[src/rtl/nxu8_target.sv]
// nX-U8 debug-port target: decodes host frames into register read/write strobes.
// Optional mid-frame abort timeout is compiled in when NXU8_TARGET_TIMEOUT_EN is defined.
`timescale 1ns/1ps
module nxu8_target #(
    parameter int TIMEOUT_CYCLES = 1024
) (
    input  logic        i_clk,
    input  logic        i_rst_n,
    input  logic        i_nx_clk,
    input  logic        i_nx_data,
    output logic        o_nx_data,
    output logic        o_nx_data_oe,
    output logic [6:0]  o_reg_addr,
    output logic [15:0] o_reg_wdata,
    output logic        o_reg_we,
    output logic        o_reg_re,
    input  logic [15:0] i_reg_rdata,
    output logic        o_busy,
    output logic        o_frame_err
);

    typedef enum logic [1:0] {
        s_HDR,
        s_WDATA,
        s_TURN,
        s_RDATA
    } state_t;

    logic        nx_clk_meta_q,  nx_clk_meta_d;
    logic        nx_clk_sync_q,  nx_clk_sync_d;
    logic        nx_clk_prev_q,  nx_clk_prev_d;
    logic        nx_data_meta_q, nx_data_meta_d;
    logic        nx_data_sync_q, nx_data_sync_d;
    state_t      state_q,        state_d;
    logic [3:0]  cnt_q,          cnt_d;
    logic [15:0] shift_q,        shift_d;
    logic        cap_pend_q,     cap_pend_d;
    logic [6:0]  addr_q,         addr_d;
    logic [15:0] wdata_q,        wdata_d;
    logic        we_q,           we_d;
    logic        re_q,           re_d;
    logic        nx_data_q,      nx_data_d;
    logic        oe_q,           oe_d;

    logic rise;
    logic fall;
    logic busy;

    assign rise = nx_clk_sync_q & ~nx_clk_prev_q;
    assign fall = ~nx_clk_sync_q & nx_clk_prev_q;
    assign busy = (state_q != s_HDR) || (cnt_q != 4'd0);

`ifdef NXU8_TARGET_TIMEOUT_EN
    localparam int IDLE_W = $clog2(TIMEOUT_CYCLES + 1);

    logic [IDLE_W-1:0] idle_q, idle_d;
    logic              frame_err_q, frame_err_d;
`else
    // Keeps the parameter referenced when the abort timeout is compiled out.
    localparam int unused_timeout_cycles = TIMEOUT_CYCLES;
`endif

    always_comb begin
        // NOTE: every _d takes a default before any branch so no path can infer a latch.
        nx_clk_meta_d  = i_nx_clk;
        nx_clk_sync_d  = nx_clk_meta_q;
        nx_clk_prev_d  = nx_clk_sync_q;
        nx_data_meta_d = i_nx_data;
        nx_data_sync_d = nx_data_meta_q;
        state_d        = state_q;
        cnt_d          = cnt_q;
        shift_d        = shift_q;
        cap_pend_d     = 1'b0;
        addr_d         = addr_q;
        wdata_d        = wdata_q;
        we_d           = 1'b0;
        re_d           = 1'b0;
        nx_data_d      = nx_data_q;
        oe_d           = (state_q == s_RDATA) ? oe_q : 1'b0;

        case (state_q)
            s_HDR: begin
                if (rise) begin
                    shift_d = {shift_q[14:0], nx_data_sync_q};
                    if (cnt_q == 4'd7) begin
                        // Header is {shift_q[6:0], current bit}; bit7 selects write.
                        addr_d = {shift_q[5:0], nx_data_sync_q};
                        cnt_d  = 4'd0;
                        if (shift_q[6]) begin
                            state_d = s_WDATA;
                        end else begin
                            re_d    = 1'b1;
                            state_d = s_TURN;
                        end
                    end else begin
                        cnt_d = cnt_q + 4'd1;
                    end
                end
            end

            s_WDATA: begin
                if (rise) begin
                    shift_d = {shift_q[14:0], nx_data_sync_q};
                    if (cnt_q == 4'd15) begin
                        wdata_d = {shift_q[14:0], nx_data_sync_q};
                        we_d    = 1'b1;
                        cnt_d   = 4'd0;
                        state_d = s_HDR;
                    end else begin
                        cnt_d = cnt_q + 4'd1;
                    end
                end
            end

            s_TURN: begin
                // Read data is valid the cycle after the read strobe.
                if (re_q) begin
                    cap_pend_d = 1'b1;
                end
                if (cap_pend_q) begin
                    shift_d = i_reg_rdata;
                end
                if (rise) begin
                    cnt_d   = 4'd0;
                    state_d = s_RDATA;
                end
            end

            s_RDATA: begin
                if (fall) begin
                    oe_d      = 1'b1;
                    nx_data_d = shift_q[15];
                    shift_d   = {shift_q[14:0], 1'b0};
                end
                if (rise) begin
                    if (cnt_q == 4'd15) begin
                        oe_d    = 1'b0;
                        cnt_d   = 4'd0;
                        state_d = s_HDR;
                    end else begin
                        cnt_d = cnt_q + 4'd1;
                    end
                end
            end

            default: begin
                cnt_d   = 4'd0;
                state_d = s_HDR;
            end
        endcase

`ifdef NXU8_TARGET_TIMEOUT_EN
        frame_err_d = 1'b0;
        if (rise || fall || !busy) begin
            idle_d = '0;
        end else begin
            idle_d = idle_q + 1'b1;
        end
        // Abort once TIMEOUT_CYCLES edge-free cycles have elapsed mid-frame.
        if (busy && !(rise || fall) && (idle_q == IDLE_W'(TIMEOUT_CYCLES - 1))) begin
            state_d     = s_HDR;
            cnt_d       = 4'd0;
            oe_d        = 1'b0;
            we_d        = 1'b0;
            re_d        = 1'b0;
            cap_pend_d  = 1'b0;
            frame_err_d = 1'b1;
            idle_d      = '0;
        end
`endif
    end

    always_ff @(posedge i_clk) begin
        // NOTE: state registers use non-blocking assignment so every flop samples pre-edge values.
        if (!i_rst_n) begin
            nx_clk_meta_q  <= 1'b0;
            nx_clk_sync_q  <= 1'b0;
            nx_clk_prev_q  <= 1'b0;
            nx_data_meta_q <= 1'b0;
            nx_data_sync_q <= 1'b0;
            state_q        <= s_HDR;
            cnt_q          <= 4'd0;
            shift_q        <= 16'd0;
            cap_pend_q     <= 1'b0;
            addr_q         <= 7'd0;
            wdata_q        <= 16'd0;
            we_q           <= 1'b0;
            re_q           <= 1'b0;
            nx_data_q      <= 1'b0;
            oe_q           <= 1'b0;
`ifdef NXU8_TARGET_TIMEOUT_EN
            idle_q         <= '0;
            frame_err_q    <= 1'b0;
`endif
        end else begin
            nx_clk_meta_q  <= nx_clk_meta_d;
            nx_clk_sync_q  <= nx_clk_sync_d;
            nx_clk_prev_q  <= nx_clk_prev_d;
            nx_data_meta_q <= nx_data_meta_d;
            nx_data_sync_q <= nx_data_sync_d;
            state_q        <= state_d;
            cnt_q          <= cnt_d;
            shift_q        <= shift_d;
            cap_pend_q     <= cap_pend_d;
            addr_q         <= addr_d;
            wdata_q        <= wdata_d;
            we_q           <= we_d;
            re_q           <= re_d;
            nx_data_q      <= nx_data_d;
            oe_q           <= oe_d;
`ifdef NXU8_TARGET_TIMEOUT_EN
            idle_q         <= idle_d;
            frame_err_q    <= frame_err_d;
`endif
        end
    end

    assign o_nx_data    = nx_data_q;
    assign o_nx_data_oe = oe_q;
    assign o_reg_addr   = addr_q;
    assign o_reg_wdata  = wdata_q;
    assign o_reg_we     = we_q;
    assign o_reg_re     = re_q;
    assign o_busy       = busy;
`ifdef NXU8_TARGET_TIMEOUT_EN
    assign o_frame_err  = frame_err_q;
`else
    assign o_frame_err  = 1'b0;
`endif

endmodule

[config.mk]
export PLATFORM = sky130hd
export DESIGN_NAME = nxu8_target
export DESIGN_NICKNAME = d
export VERILOG_FILES = /design/src/rtl/nxu8_target.sv
export SDC_FILE = /design/constraint.sdc
export NUM_CORES = 1
export LEC_CHECK = 0
export BUFFER_PORTS_ARGS = -buffer_cell sky130_fd_sc_hd__buf_4
export CAP_MARGIN = 20
export CORE_ASPECT_RATIO = 0.7
export CORE_MARGIN = 4
export CORE_UTILIZATION = 50
export CTS_CLUSTER_SIZE = 40
export DETAILED_ROUTE_END_ITERATION = 6
export GPL_ROUTABILITY_DRIVEN = 0
export PLACE_DENSITY = 0.74
export SYNTH_ARGS = -nofsm -noshare
export SYNTH_HDL_FRONTEND = slang
export SYNTH_SLANG_ARGS = --single-unit
[constraint.sdc]
create_clock -name i_clk -period 2.84 [get_ports i_clk]
set_input_delay 0.142 -clock i_clk [delete_from_list [all_inputs] [get_ports i_clk]]
set_output_delay 0.142 -clock i_clk [all_outputs]
set_load 0.05 [all_outputs]
==> summary.md <==
| Metric | Value |
|---|---|
| Crit share post-route | `0.7183` |
| Total area of sequential cells | `about 1100 um^2` |
| Vias/cell | `around 5.3` |
| R2r endpoint | `o_reg_wdata[14]` |
| Slew Limit Fails | `0` |
| HPWL reported at the end of detailed placement | `3.380 mm` |
| Crit Reg-Reg Startpoint | `cnt_q[1]` |
| Clock sink count | `55` |
| Hold wc startpoint | `i_nx_clk` |
| Hold Path Depth | `2` |
| DIE AREA | `between 5000 and 6000 um^2` |
| Reg2Reg Depth | `6` |
| Largest net degree at the start of global routing | `between 50 and 60` |
| TritonCTS Buffers | `5` |
| Starting density of the core | `0.5340` |
| CTS tree | `built` |
| Most common cell after layout, fill and taps aside | `dfxtp_1` |
| MaxCap Viol Count | `0` |
| Peak supply drop | `roughly 0.24 mV` |
| Met1 Usage GRT | `0.2345` |
| Setup Fix Bufs, Post-CTS | `0` |
| Final ANT Viol Nets | `0` |
| Footprint of the multi-input gates | `~1200 um^2` |
| Slew margin rel. | `0.5839` |
| Final #Nets | `around 290` |
| Detailed Routing Iterations Pass 1 | `4` |
| Fin Clk Skew | `between 0.006 and 0.007 ns` |
| Synthesis Warnings | `0` |
| Run status | `completed` |
| Max Fanout on Critical Path | `11` |
| Leak pwr | `about 0.0013 uW` |
| Synthesized area per cell | `10.52 um^2` |
| Met3 usage | `0.05149` |
| Initial DRC Count | `100` |
| # DRC | `0` |
| Top cells by area, synth | `dfxtp_1 46%, mux2i_1 16%, nor2b_1 7.1%` |
| Input/output buffers | `47` |
| Post-Syn Instances | `between 200 and 250` |
| Core area | `roughly 4500 um^2` |
| Width of the die | `roughly 90 um` |
| Area share of the largest cell type after synthesis | `0.4629` |
| Vias in the first global route | `approximately 1,700` |
| Clock-pin slew on the worst setup and hold paths | `approximately 0.09 ns` |
| Top Usage Layer GRT | `met2` |
| CP Capture Type | `register` |
| RSZ-0062 raised after global routing | `false` |
| Prevailing post-synth register cell | `dfxtp_1` |
| CTS Buffer Depth | `2` |
| Wire per inst | `between 10 and 15 um` |
| R2R Setup Slk | `roughly 0.8 ns` |
| Proportion of layout cells with a drive suffix above 1 | `0.2368` |
| Seq/Total Area, Yosys | `0.4629` |
| Synth area leader | `dfxtp_1` |
| Min Tclk post-route | `approximately 2.0 ns` |
| All-Layer GR Usage | `0.1701` |
| Antenna violations before repair | `0` |
| DR vias | `between 1,500 and 2,000` |
| EDFF count, synth | `0` |
| CP Class | `reg -> reg` |
| Hold WS | `a little under 0.05 ns` |
| Setup violations, final | `0` |
| Min-delay worst type | `in -> reg` |
| Most frequent cells in the layout | `55 x dfxtp_1, 50 x buf_4, 39 x mux2i_1` |
| Actual slew at the worst max-slew pin | `0.6241 ns` |
| Syn_nets | `about 250` |
| Hold Vio Cnt, Final | `0` |
| Yosys reg bits | `55` |
| Routing usage on met2 | `0.2567` |
| Asr flop ratio synth | `0` |
| Cts repair resizes | `0` |
| WL final | `~4.8 mm` |
| Diodes inserted | `0` |
| Cell variety after synth | `38` |
| Remaining global-route overflow | `0` |
| First-pass GRT wire length | `8.073 mm` |
| WP data arrival | `approximately 2.2 ns` |
| Mapped Area | `roughly 2400 um^2` |
| Clock root cell | `clkbuf_8` |
| Worst skew pair latency | `roughly 0.3 ns` |
| FILL cells | `about 400` |
| I/O pin count | `approximately 50` |
| P&R area growth vs syn | `18.36%` |
| Crit path required time | `3.04 ns` |
| CP Launch Type | `register` |
| Num rows | `20` |
| H-Tree Depth | `2` |
| Setup TNS | `0 ns` |
| Die Ht | `between 60 and 70 um` |
| FMAX | `~0.49 GHz` |
| CTS Hold Bufs | `0` |
| Worst Hold End | `nx_clk_meta_q` |
| Pwr per Cell Area | `about 470 nW/um^2` |
[worst max-delay path: stages, from the launching register on]
cell and delay, ns:
dfxtp_1 0.39, ha_1 0.29, nand4b_4 0.19, nor3_4 0.47, buf_4 0.32, mux2i_1 0.22, nor2b_1 0.06
[layout make-up]
class | instances | area share
multi-input combinational | 150 | 0.4120
inverter | 3 | 0.004000
clock inverter | 2 | 0.005778
timing repair buffer | 50 | 0.1333
tap | 55 | 0.02444
sequential | 55 | 0.3911
clock buffer | 6 | 0.02933
[metal layers]
| layer | part of all wire | wire length [um] | up-vias |
|---|---|---|---|
| met4 | 0.0083 | 40 | 0 |
| met2 | 0.42 | 2011 | 37 |
| met5 | 0 | 0 | - |
| met1 | 0.53 | 2545 | 781 |
| li1 | - | - | 867 |
| met3 | 0.045 | 217 | 5 |
[logic make-up after synthesis]
kind of cell | Yosys count | share of synthesized area
muxes | 39 | 0.1641
buffers and inverters | 21 | 0.05313
xor gates and xnor gates | 2 | 0.007366
adders and majority gates | 2 | 0.01052
AOI/OAI and AO/OA | 27 | 0.09943
DFF | 55 | 0.4629
other | 1 | 0.001577
and+or+nand+nor | 79 | 0.2010
[how the worst max path moves through the flow]
stage | start | endpoint | slack [ns] | cells after the start
2_1_floorplan | cnt_q[1] | o_reg_wdata[10] | 1.27 | 7
4_1_cts | cnt_q[1] | o_reg_wdata[14] | 0.79 | 6
5_1_grt | cnt_q[1] | o_reg_wdata[14] | 0.60 | 6
3_5_place_dp | cnt_q[1] | o_reg_wdata[14] | 0.80 | 6
3_3_place_gp | cnt_q[1] | o_reg_wdata[13] | 0.82 | 6
6_report | cnt_q[1] | o_reg_wdata[14] | 0.80 | 6
[sequential cells by signal (all words and copies together) (netlist names)]
register	flops
shift_q	16
nx_clk_prev_q	1
o_reg_wdata	16
o_reg_addr	7
nx_data_sync_q	1
nx_data_meta_q	1
nx_clk_meta_q	1
o_nx_data	1
nx_clk_prev_d	1
o_reg_re	1
o_nx_data_oe	1
cap_pend_q	1
state_q	2
cnt_q	4
o_reg_we	1
[synthesized netlist by cell type (2+ instances only)]
cell / n
nand2b_1: 3
o211a_1: 16
a21oi_1: 2
mux2i_1: 39
o21ai_0: 2
dfxtp_1: 55
nor2_1: 10
buf_6: 2
nor3_1: 2
nand3b_1: 3
and2_1: 7
buf_4: 3
nor2b_1: 27
clkbuf_1: 8
nand3_1: 17
ha_1: 2
nand2_1: 2
buf_2: 4
inv_1: 3
[report_power, final]
part	total, uW	switching [uW]	internal, uW	leakage, uW
sequential	799	13.1	786	0.000446
clock	448	249	199	0.0000474
combinational	82.7	39.0	43.7	0.000812
total	1330	301	1030	0.00131
[metrics by stage]
step / util / cells / area (um^2) / power, uW / setup slack [ns]
2_1_floorplan: - / 226 / 2379 / 868.6 / 1.266
3_3_place_gp: 0.6098 / 313 / 2716 / 899.1 / 0.8246
3_5_place_dp: 0.6098 / 313 / 2716 / 900.4 / 0.7976
4_1_cts: 0.6320 / 321 / 2815 / 1344 / 0.7860
5_1_grt: 0.6320 / 321 / 2815 / 1384 / 0.6012
6_report: 0.6320 / 321 / 2815 / 1330 / 0.7999
(Power assumes the default switching activity.)
